### config.mk
export PLATFORM = sky130hd
export DESIGN_NAME = acc_dispatch_ctrl_flat
export DESIGN_NICKNAME = d
export VERILOG_FILES = /design/src/rtl/acc_dispatch_ctrl_if.sv /design/src/rtl/acc_dispatch_ctrl.sv /design/src/flat_wrapper.sv
export SDC_FILE = /design/constraint.sdc
export NUM_CORES = 1
export LEC_CHECK = 0
export ABC_AREA = 1
export CAP_MARGIN = 20
export CORE_ASPECT_RATIO = 1.25
export CORE_MARGIN = 2
export CORE_UTILIZATION = 40
export DETAILED_ROUTE_END_ITERATION = 16
export HOLD_SLACK_MARGIN = 0.12
export SYNTH_ARGS = -nofsm -noshare
export SYNTH_HDL_FRONTEND = slang
export SYNTH_SLANG_ARGS = --single-unit
### constraint.sdc
create_clock -name clk -period 21.5 [get_ports clk]
set_input_delay 6.45 -clock clk [delete_from_list [all_inputs] [get_ports clk]]
set_output_delay 6.45 -clock clk [all_outputs]
set_load 0.02 [all_outputs]
### src/rtl/acc_dispatch_ctrl_if.sv
// Signal bundle between the core/accelerator side (master) and the dispatch
// controller (slave): job push handshake, issued-job bus and status.
interface acc_dispatch_ctrl_if #(
  parameter int unsigned DEPTH = 4,
  parameter int unsigned CW    = 8
);
  localparam int unsigned PW = $clog2(DEPTH);

  logic          cmd_valid;
  logic          cmd_ready;
  logic [31:0]   cmd_instr;
  logic [31:0]   cmd_startaddr;
  logic [31:0]   cmd_datasize;
  logic          cmd_bypass;
  logic          stall;

  logic [31:0]   fullinstructionA;
  logic [31:0]   startaddrA;
  logic [31:0]   datasizeA;
  logic          accbypassA;
  logic          accstart;
  logic          accdone;

  logic          busy;
  logic [PW:0]   pending;
  logic [CW-1:0] done_count;
  logic          timeout_err;

  modport master (
    output cmd_valid, cmd_instr, cmd_startaddr, cmd_datasize, cmd_bypass, accdone,
    input  cmd_ready, stall, fullinstructionA, startaddrA, datasizeA, accbypassA,
           accstart, busy, pending, done_count, timeout_err
  );

  modport slave (
    input  cmd_valid, cmd_instr, cmd_startaddr, cmd_datasize, cmd_bypass, accdone,
    output cmd_ready, stall, fullinstructionA, startaddrA, datasizeA, accbypassA,
           accstart, busy, pending, done_count, timeout_err
  );
endinterface

### src/rtl/acc_dispatch_ctrl.sv
// Accelerator job queue and sequencer: buffers core jobs in a FIFO and runs them one at a
// time (IDLE -> ISSUE -> WAIT -> RETIRE). Define ACC_TIMEOUT_EN to add the WAIT watchdog.
module acc_dispatch_ctrl #(
  parameter int unsigned DEPTH          = 4,
  parameter int unsigned CW             = 8,
  parameter int unsigned TIMEOUT_CYCLES = 1024
) (
  input  logic               clk,
  input  logic               reset,
  acc_dispatch_ctrl_if.slave bus
);
  localparam int unsigned PW   = $clog2(DEPTH);
  localparam logic [PW:0] FULL = (PW + 1)'(DEPTH);

  typedef enum logic [1:0] {
    ST_IDLE,
    ST_ISSUE,
    ST_WAIT,
    ST_RETIRE
  } state_e;

  typedef struct packed {
    logic [31:0] instr;
    logic [31:0] startaddr;
    logic [31:0] datasize;
    logic        bypass;
  } job_t;

  if (DEPTH < 2 || (DEPTH & (DEPTH - 1)) != 0) begin : g_bad_depth
    $error("acc_dispatch_ctrl: DEPTH must be a power of two >= 2");
  end
  if (TIMEOUT_CYCLES < 1) begin : g_bad_timeout
    $error("acc_dispatch_ctrl: TIMEOUT_CYCLES must be >= 1");
  end

  state_e        state_q, state_d;
  job_t          mem_q [DEPTH];
  logic [PW-1:0] wr_ptr_q, wr_ptr_d;
  logic [PW-1:0] rd_ptr_q, rd_ptr_d;
  logic [PW:0]   count_q, count_d;
  job_t          a_job_q, a_job_d;
  logic [CW-1:0] done_q, done_d;
  job_t          push_job;
  logic          cmd_ready;
  logic          push;
  logic          pop;
  logic          retire;
  logic          accstart;
  logic          tmo_hit;

  // Ready looks only at the registered count, so a full queue refuses a push even
  // when the sequencer pops in the same cycle.
  assign cmd_ready = (count_q != FULL);
  assign push      = bus.cmd_valid & cmd_ready;
  assign push_job  = '{instr:     bus.cmd_instr,
                       startaddr: bus.cmd_startaddr,
                       datasize:  bus.cmd_datasize,
                       bypass:    bus.cmd_bypass};

  // NOTE: the job storage has no reset; count_q guarantees an entry is written before it is read.
  always_ff @(posedge clk) begin
    if (push) begin
      mem_q[wr_ptr_q] <= push_job;
    end
  end

  always_comb begin
    // NOTE: each always_comb output is defaulted first so no path can infer a latch.
    wr_ptr_d = wr_ptr_q;
    rd_ptr_d = rd_ptr_q;
    count_d  = count_q;
    if (push) wr_ptr_d = wr_ptr_q + 1'b1;
    if (pop)  rd_ptr_d = rd_ptr_q + 1'b1;
    case ({push, pop})
      2'b10:   count_d = count_q + 1'b1;
      2'b01:   count_d = count_q - 1'b1;
      default: count_d = count_q;
    endcase
  end

  // ---------------------------------------------------------------- FSM
  // NOTE: flops are written with non-blocking assignments so every register samples pre-edge values.
  always_ff @(posedge clk) begin
    if (!reset) begin
      state_q <= ST_IDLE;
    end else begin
      state_q <= state_d;
    end
  end

  always_comb begin
    state_d = state_q;
    unique case (state_q)
      ST_IDLE:   if (count_q != '0) state_d = ST_ISSUE;
      ST_ISSUE:  state_d = a_job_q.bypass ? ST_RETIRE : ST_WAIT;
      ST_WAIT:   if (bus.accdone || tmo_hit) state_d = ST_RETIRE;
      ST_RETIRE: state_d = ST_IDLE;
      default:   state_d = ST_IDLE;
    endcase
  end

  always_comb begin
    pop      = 1'b0;
    accstart = 1'b0;
    retire   = 1'b0;
    unique case (state_q)
      ST_IDLE:   pop      = (count_q != '0);
      ST_ISSUE:  accstart = ~a_job_q.bypass;
      ST_WAIT:   ;
      ST_RETIRE: retire   = 1'b1;
      default:   ;
    endcase
  end

  // ---------------------------------------------------------------- datapath
  always_comb begin
    a_job_d = pop ? mem_q[rd_ptr_q] : a_job_q;
    done_d  = retire ? done_q + 1'b1 : done_q;
  end

  always_ff @(posedge clk) begin
    if (!reset) begin
      wr_ptr_q <= '0;
      rd_ptr_q <= '0;
      count_q  <= '0;
      a_job_q  <= '0;
      done_q   <= '0;
    end else begin
      wr_ptr_q <= wr_ptr_d;
      rd_ptr_q <= rd_ptr_d;
      count_q  <= count_d;
      a_job_q  <= a_job_d;
      done_q   <= done_d;
    end
  end

  // ---------------------------------------------------------------- watchdog
`ifdef ACC_TIMEOUT_EN
  localparam int unsigned TW = $clog2(TIMEOUT_CYCLES + 1);

  logic [TW-1:0] tmo_cnt_q, tmo_cnt_d;
  logic          tmo_err_q, tmo_err_d;

  // The counter holds the number of WAIT cycles already spent, so the limit is
  // reached on the TIMEOUT_CYCLES-th WAIT cycle; a same-cycle accdone still wins.
  assign tmo_hit = (state_q == ST_WAIT) && (tmo_cnt_q == TW'(TIMEOUT_CYCLES - 1));

  always_comb begin
    tmo_cnt_d = tmo_cnt_q;
    if (state_q == ST_ISSUE)     tmo_cnt_d = '0;
    else if (state_q == ST_WAIT) tmo_cnt_d = tmo_cnt_q + 1'b1;
    tmo_err_d = tmo_err_q | (tmo_hit & ~bus.accdone);
  end

  always_ff @(posedge clk) begin
    if (!reset) begin
      tmo_cnt_q <= '0;
      tmo_err_q <= 1'b0;
    end else begin
      tmo_cnt_q <= tmo_cnt_d;
      tmo_err_q <= tmo_err_d;
    end
  end

  assign bus.timeout_err = tmo_err_q;
`else
  assign tmo_hit         = 1'b0;
  assign bus.timeout_err = 1'b0;
`endif

  // ---------------------------------------------------------------- outputs
  assign bus.cmd_ready        = cmd_ready;
  assign bus.stall            = bus.cmd_valid & ~cmd_ready;
  assign bus.fullinstructionA = a_job_q.instr;
  assign bus.startaddrA       = a_job_q.startaddr;
  assign bus.datasizeA        = a_job_q.datasize;
  assign bus.accbypassA       = a_job_q.bypass;
  assign bus.accstart         = accstart;
  assign bus.busy             = (state_q != ST_IDLE) || (count_q != '0);
  assign bus.pending          = count_q;
  assign bus.done_count       = done_q;
endmodule

### src/flat_wrapper.sv
// flat-port wrapper written by rule: the top's interface ports become plain ports
module acc_dispatch_ctrl_flat 
#(
  parameter int unsigned DEPTH          = 4,
  parameter int unsigned CW             = 8,
  parameter int unsigned TIMEOUT_CYCLES = 1024
)
  (clk, reset, bus_cmd_valid, bus_cmd_instr, bus_cmd_startaddr, bus_cmd_datasize, bus_cmd_bypass, bus_accdone, bus_cmd_ready, bus_stall, bus_fullinstructionA, bus_startaddrA, bus_datasizeA, bus_accbypassA, bus_accstart, bus_busy, bus_pending, bus_done_count, bus_timeout_err);
  acc_dispatch_ctrl_if #(.DEPTH(DEPTH), .CW(CW)) bus_i ();
  input  logic clk;
  input  logic reset;
  input wire logic [$bits(bus_i.cmd_valid)-1:0] bus_cmd_valid;
  input wire logic [$bits(bus_i.cmd_instr)-1:0] bus_cmd_instr;
  input wire logic [$bits(bus_i.cmd_startaddr)-1:0] bus_cmd_startaddr;
  input wire logic [$bits(bus_i.cmd_datasize)-1:0] bus_cmd_datasize;
  input wire logic [$bits(bus_i.cmd_bypass)-1:0] bus_cmd_bypass;
  input wire logic [$bits(bus_i.accdone)-1:0] bus_accdone;
  output wire logic [$bits(bus_i.cmd_ready)-1:0] bus_cmd_ready;
  output wire logic [$bits(bus_i.stall)-1:0] bus_stall;
  output wire logic [$bits(bus_i.fullinstructionA)-1:0] bus_fullinstructionA;
  output wire logic [$bits(bus_i.startaddrA)-1:0] bus_startaddrA;
  output wire logic [$bits(bus_i.datasizeA)-1:0] bus_datasizeA;
  output wire logic [$bits(bus_i.accbypassA)-1:0] bus_accbypassA;
  output wire logic [$bits(bus_i.accstart)-1:0] bus_accstart;
  output wire logic [$bits(bus_i.busy)-1:0] bus_busy;
  output wire logic [$bits(bus_i.pending)-1:0] bus_pending;
  output wire logic [$bits(bus_i.done_count)-1:0] bus_done_count;
  output wire logic [$bits(bus_i.timeout_err)-1:0] bus_timeout_err;
  assign bus_i.cmd_valid = bus_cmd_valid;
  assign bus_i.cmd_instr = bus_cmd_instr;
  assign bus_i.cmd_startaddr = bus_cmd_startaddr;
  assign bus_i.cmd_datasize = bus_cmd_datasize;
  assign bus_i.cmd_bypass = bus_cmd_bypass;
  assign bus_i.accdone = bus_accdone;
  assign bus_cmd_ready = bus_i.cmd_ready;
  assign bus_stall = bus_i.stall;
  assign bus_fullinstructionA = bus_i.fullinstructionA;
  assign bus_startaddrA = bus_i.startaddrA;
  assign bus_datasizeA = bus_i.datasizeA;
  assign bus_accbypassA = bus_i.accbypassA;
  assign bus_accstart = bus_i.accstart;
  assign bus_busy = bus_i.busy;
  assign bus_pending = bus_i.pending;
  assign bus_done_count = bus_i.done_count;
  assign bus_timeout_err = bus_i.timeout_err;
  acc_dispatch_ctrl #(.DEPTH(DEPTH), .CW(CW), .TIMEOUT_CYCLES(TIMEOUT_CYCLES)) u_core (.clk(clk), .reset(reset), .bus(bus_i));
endmodule
==> flow_summary.ini <==
[outcome]
status = finished clean

[yosys]
synth_area_per_cell_sq_um = 9.342
yosys_warnings = 0
syn_nets = 2388
synth_cell_types = 22
netlist_area_sq_um = 21250
ys_seq_elements = 502
syn_inst = 2275
ys_seq_area_share_pct = 65.56

[pwr]
p_int_w = 0.002062
switchingPower_w = 0.001108
power.density_nw_per_um2 = 124.6
power_leakage_nw = 11.42
swShare_pct = 34.96
power_frac_comb_pct = 32.4
ir_drop_mv = 0.1060
seqPwrFrac_pct = 39.8
power_frac_clock_pct = 27.8

[clock_network]
cts_max_level = 2
cts_root_buf = clkbuf_16
cts.clk_slew.worst_paths_ps = 60
clock-sinks = 502
cts_buffers = 50
cts_buffer_depth = 3
cts.repair.resized = 0
cts_tree = done
ctsHoldBuffers = 0
clock_latency_ps = 590
postCtsSetupBuffers = 0

[route]
routed_wl_mm = 47.56
drc = 0
routed_via_density = 4.504
vias = 14281
ant_nets = 0
dr.pass1.iters = 5
drt_iter0_drc = 720
routedWlPerCell_um = 15.00

[critical_path]
crit_chain = clkdlybuf4s50_1 -> inv_1 -> nor2_1 -> clkdlybuf4s50_1
path_max_fanout = 4
arrival_ps = 7770
cp-end-kind = primary output
cp_slowest_cell = clkdlybuf4s50_1
max_stage_delay_ps = 600
setup.worst_path.class = in -> out
worst_ep_required_time_ps = 15050
start_kind = input pin
r2r_cells = 6
cp_common_cell = clkdlybuf4s50_1

[sta]
clock_skew_ps = 24.50
tightestPinTransition_ps = 1032
final-setup-viol-count = 0
slew_violations = 0
finalHoldViolCount = 0
finalSetupTns_ps = 0
post-route-min-period_ps = 14220
rsz0062_at_grt = no
fin_hold_ws_ps = 510.8
min_period_over_period_pct = 66.14
fmax_mhz = 70.33
slew_headroom_pct = 31.21

[job]
maxCapViolations = 0

[placement]
dp_hpwl_mm = 26.76
io_buffers = 212
dp_cells = 3076
gp_congestion = 0.7185

[die]
ios = 214
core_area_sq_um = 52570
die-area_sq_um = 55000
initial_core_util_pct = 40.43
die_h_um = 261.7
rows = 94
die_x_um = 210.2

[finish]
fin_cells = 3171
layout_commonest_cell = nand2_1
final_cell_mix = 707 x nand2_1, 510 x inv_1, 388 x edfxtp_1
fin_nets = 2569
drive_above_1_share_pct = 4.245
syn_to_final_growth_pct = 19.72

[global_route]
grt_pass1_wl_mm = 73.55
grt_max_degree = 139
first_global_vias = 13776
grtUsageTotal_pct = 17.24
antenna_found_initial = 6
grt.overflow.total = 0

[min_path]
hold_class = reg -> reg
hold_depth = 4
-- routing by layer --
layer | global-route usage [%] | share of wire [%] | up-vias | wire length [um]
met5 | 0 | 0.12 | - | 56
met4 | 5.595 | 2.3 | 8 | 1089
met3 | 3.525 | 4.8 | 69 | 2261
met2 | 31.94 | 52 | 270 | 24600
met1 | 19.92 | 41 | 6653 | 19550
li1 | - | - | 7281 | -
-- cells in the mapped netlist (all sizes together) --
cell type | count | share of area (%)
a21oi | 12 | 0.28
buf | 74 | 2.5
clkbuf | 24 | 0.42
conb | 1 | 0.018
dfxtp | 114 | 11
edfxtp | 388 | 55
fa | 1 | 0.094
ha | 11 | 0.65
inv | 512 | 9.1
nand2 | 709 | 13
nand3 | 204 | 4.8
nand4 | 1 | 0.029
nor2 | 217 | 3.8
nor3 | 1 | 0.024
o21ai | 6 | 0.14
-- path summary, 6_finish.rpt --
check                                                             from                                endpoint  slack [ps]
worst max-delay path                                     bus_cmd_valid                               bus_stall        7280
worst min-delay path            u_core.bus.startaddrA[18]$_SDFFE_PN0P_  u_core.bus.startaddrA[18]$_SDFFE_PN0P_         510
worst max register to register      u_core.bus.pending[1]$_SDFFE_PN0P_           u_core.mem_q[2][21]$_DFFE_PP_       18200
worst min register to register  u_core.bus.startaddrA[18]$_SDFFE_PN0P_  u_core.bus.startaddrA[18]$_SDFFE_PN0P_         510
-- cells by family (layout without fill, tap and decap cells) --
kind of cell | count (synthesis) | in the layout | synth area share (%)
buffers and inverters | 610 | 832 | 11.99
AND/OR/NAND/NOR | 1132 | 1132 | 21.27
AO/OA/AOI/OAI | 18 | 18 | 0.4239
adder cells (fa/ha/maj) | 12 | 12 | 0.7418
flip-flops | 502 | 502 | 65.56
other | 1 | 3 | 0.01764
-- critical path: cells and delay by family --
family | cells | cell delay (ps)
buf+inv | 3 | 1220
simple gates | 1 | 100
-- power by group through the flow --
stage                     Clock, W  Combinational (W)  Sequential (W)
after floorplan                  0           0.000697         0.00133
after global routing      0.000939            0.00117         0.00128
after global placement           0            0.00103         0.00128
after CTS                 0.000908            0.00105         0.00126
final                     0.000880            0.00103         0.00126
after detailed placement         0            0.00105         0.00128
-- sequential cells by signal, indices dropped and copies added, names as in the netlist --
register                     flops
u_core.bus.accbypassA            1
u_core.rd_ptr_q                  2
u_core.bus.done_count            8
u_core.bus.startaddrA           32
u_core.state_q                   2
u_core.bus.fullinstructionA     32
u_core.wr_ptr_q                  2
u_core.mem_q                   388
u_core.bus.datasizeA            32
u_core.bus.pending               3
-- area by class of cell --
cell class                      instances  area [sq um]
Antenna cell                            2         5.005
Clock buffer                           77          1504
Clock inverter                         16         180.2
Fill cell                            4771         27130
Inverter                              512          1929
Multi-Input combinational cell       1163          4811
Sequential cell                       502         13940
Tap cell                              672         840.8
Timing Repair Buffer                  227          2232
-- metrics by stage --
| stage | util [%] | cell area, sq um | total power (W) | setup WS [ps] |
|---|---|---|---|---|
| 2_1_floorplan | - | 21250 | 0.002031 | 8286 |
| 3_3_place_gp | 45.18 | 23750 | 0.002309 | 7264 |
| 3_5_place_dp | 45.18 | 23750 | 0.002334 | 7286 |
| 4_1_cts | 48.39 | 25440 | 0.003226 | 7282 |
| 5_1_grt | 48.40 | 25440 | 0.003389 | 7246 |
| 6_report | 48.40 | 25440 | 0.003170 | 7281 |
Note: power is estimated with default switching activity, not from simulation.
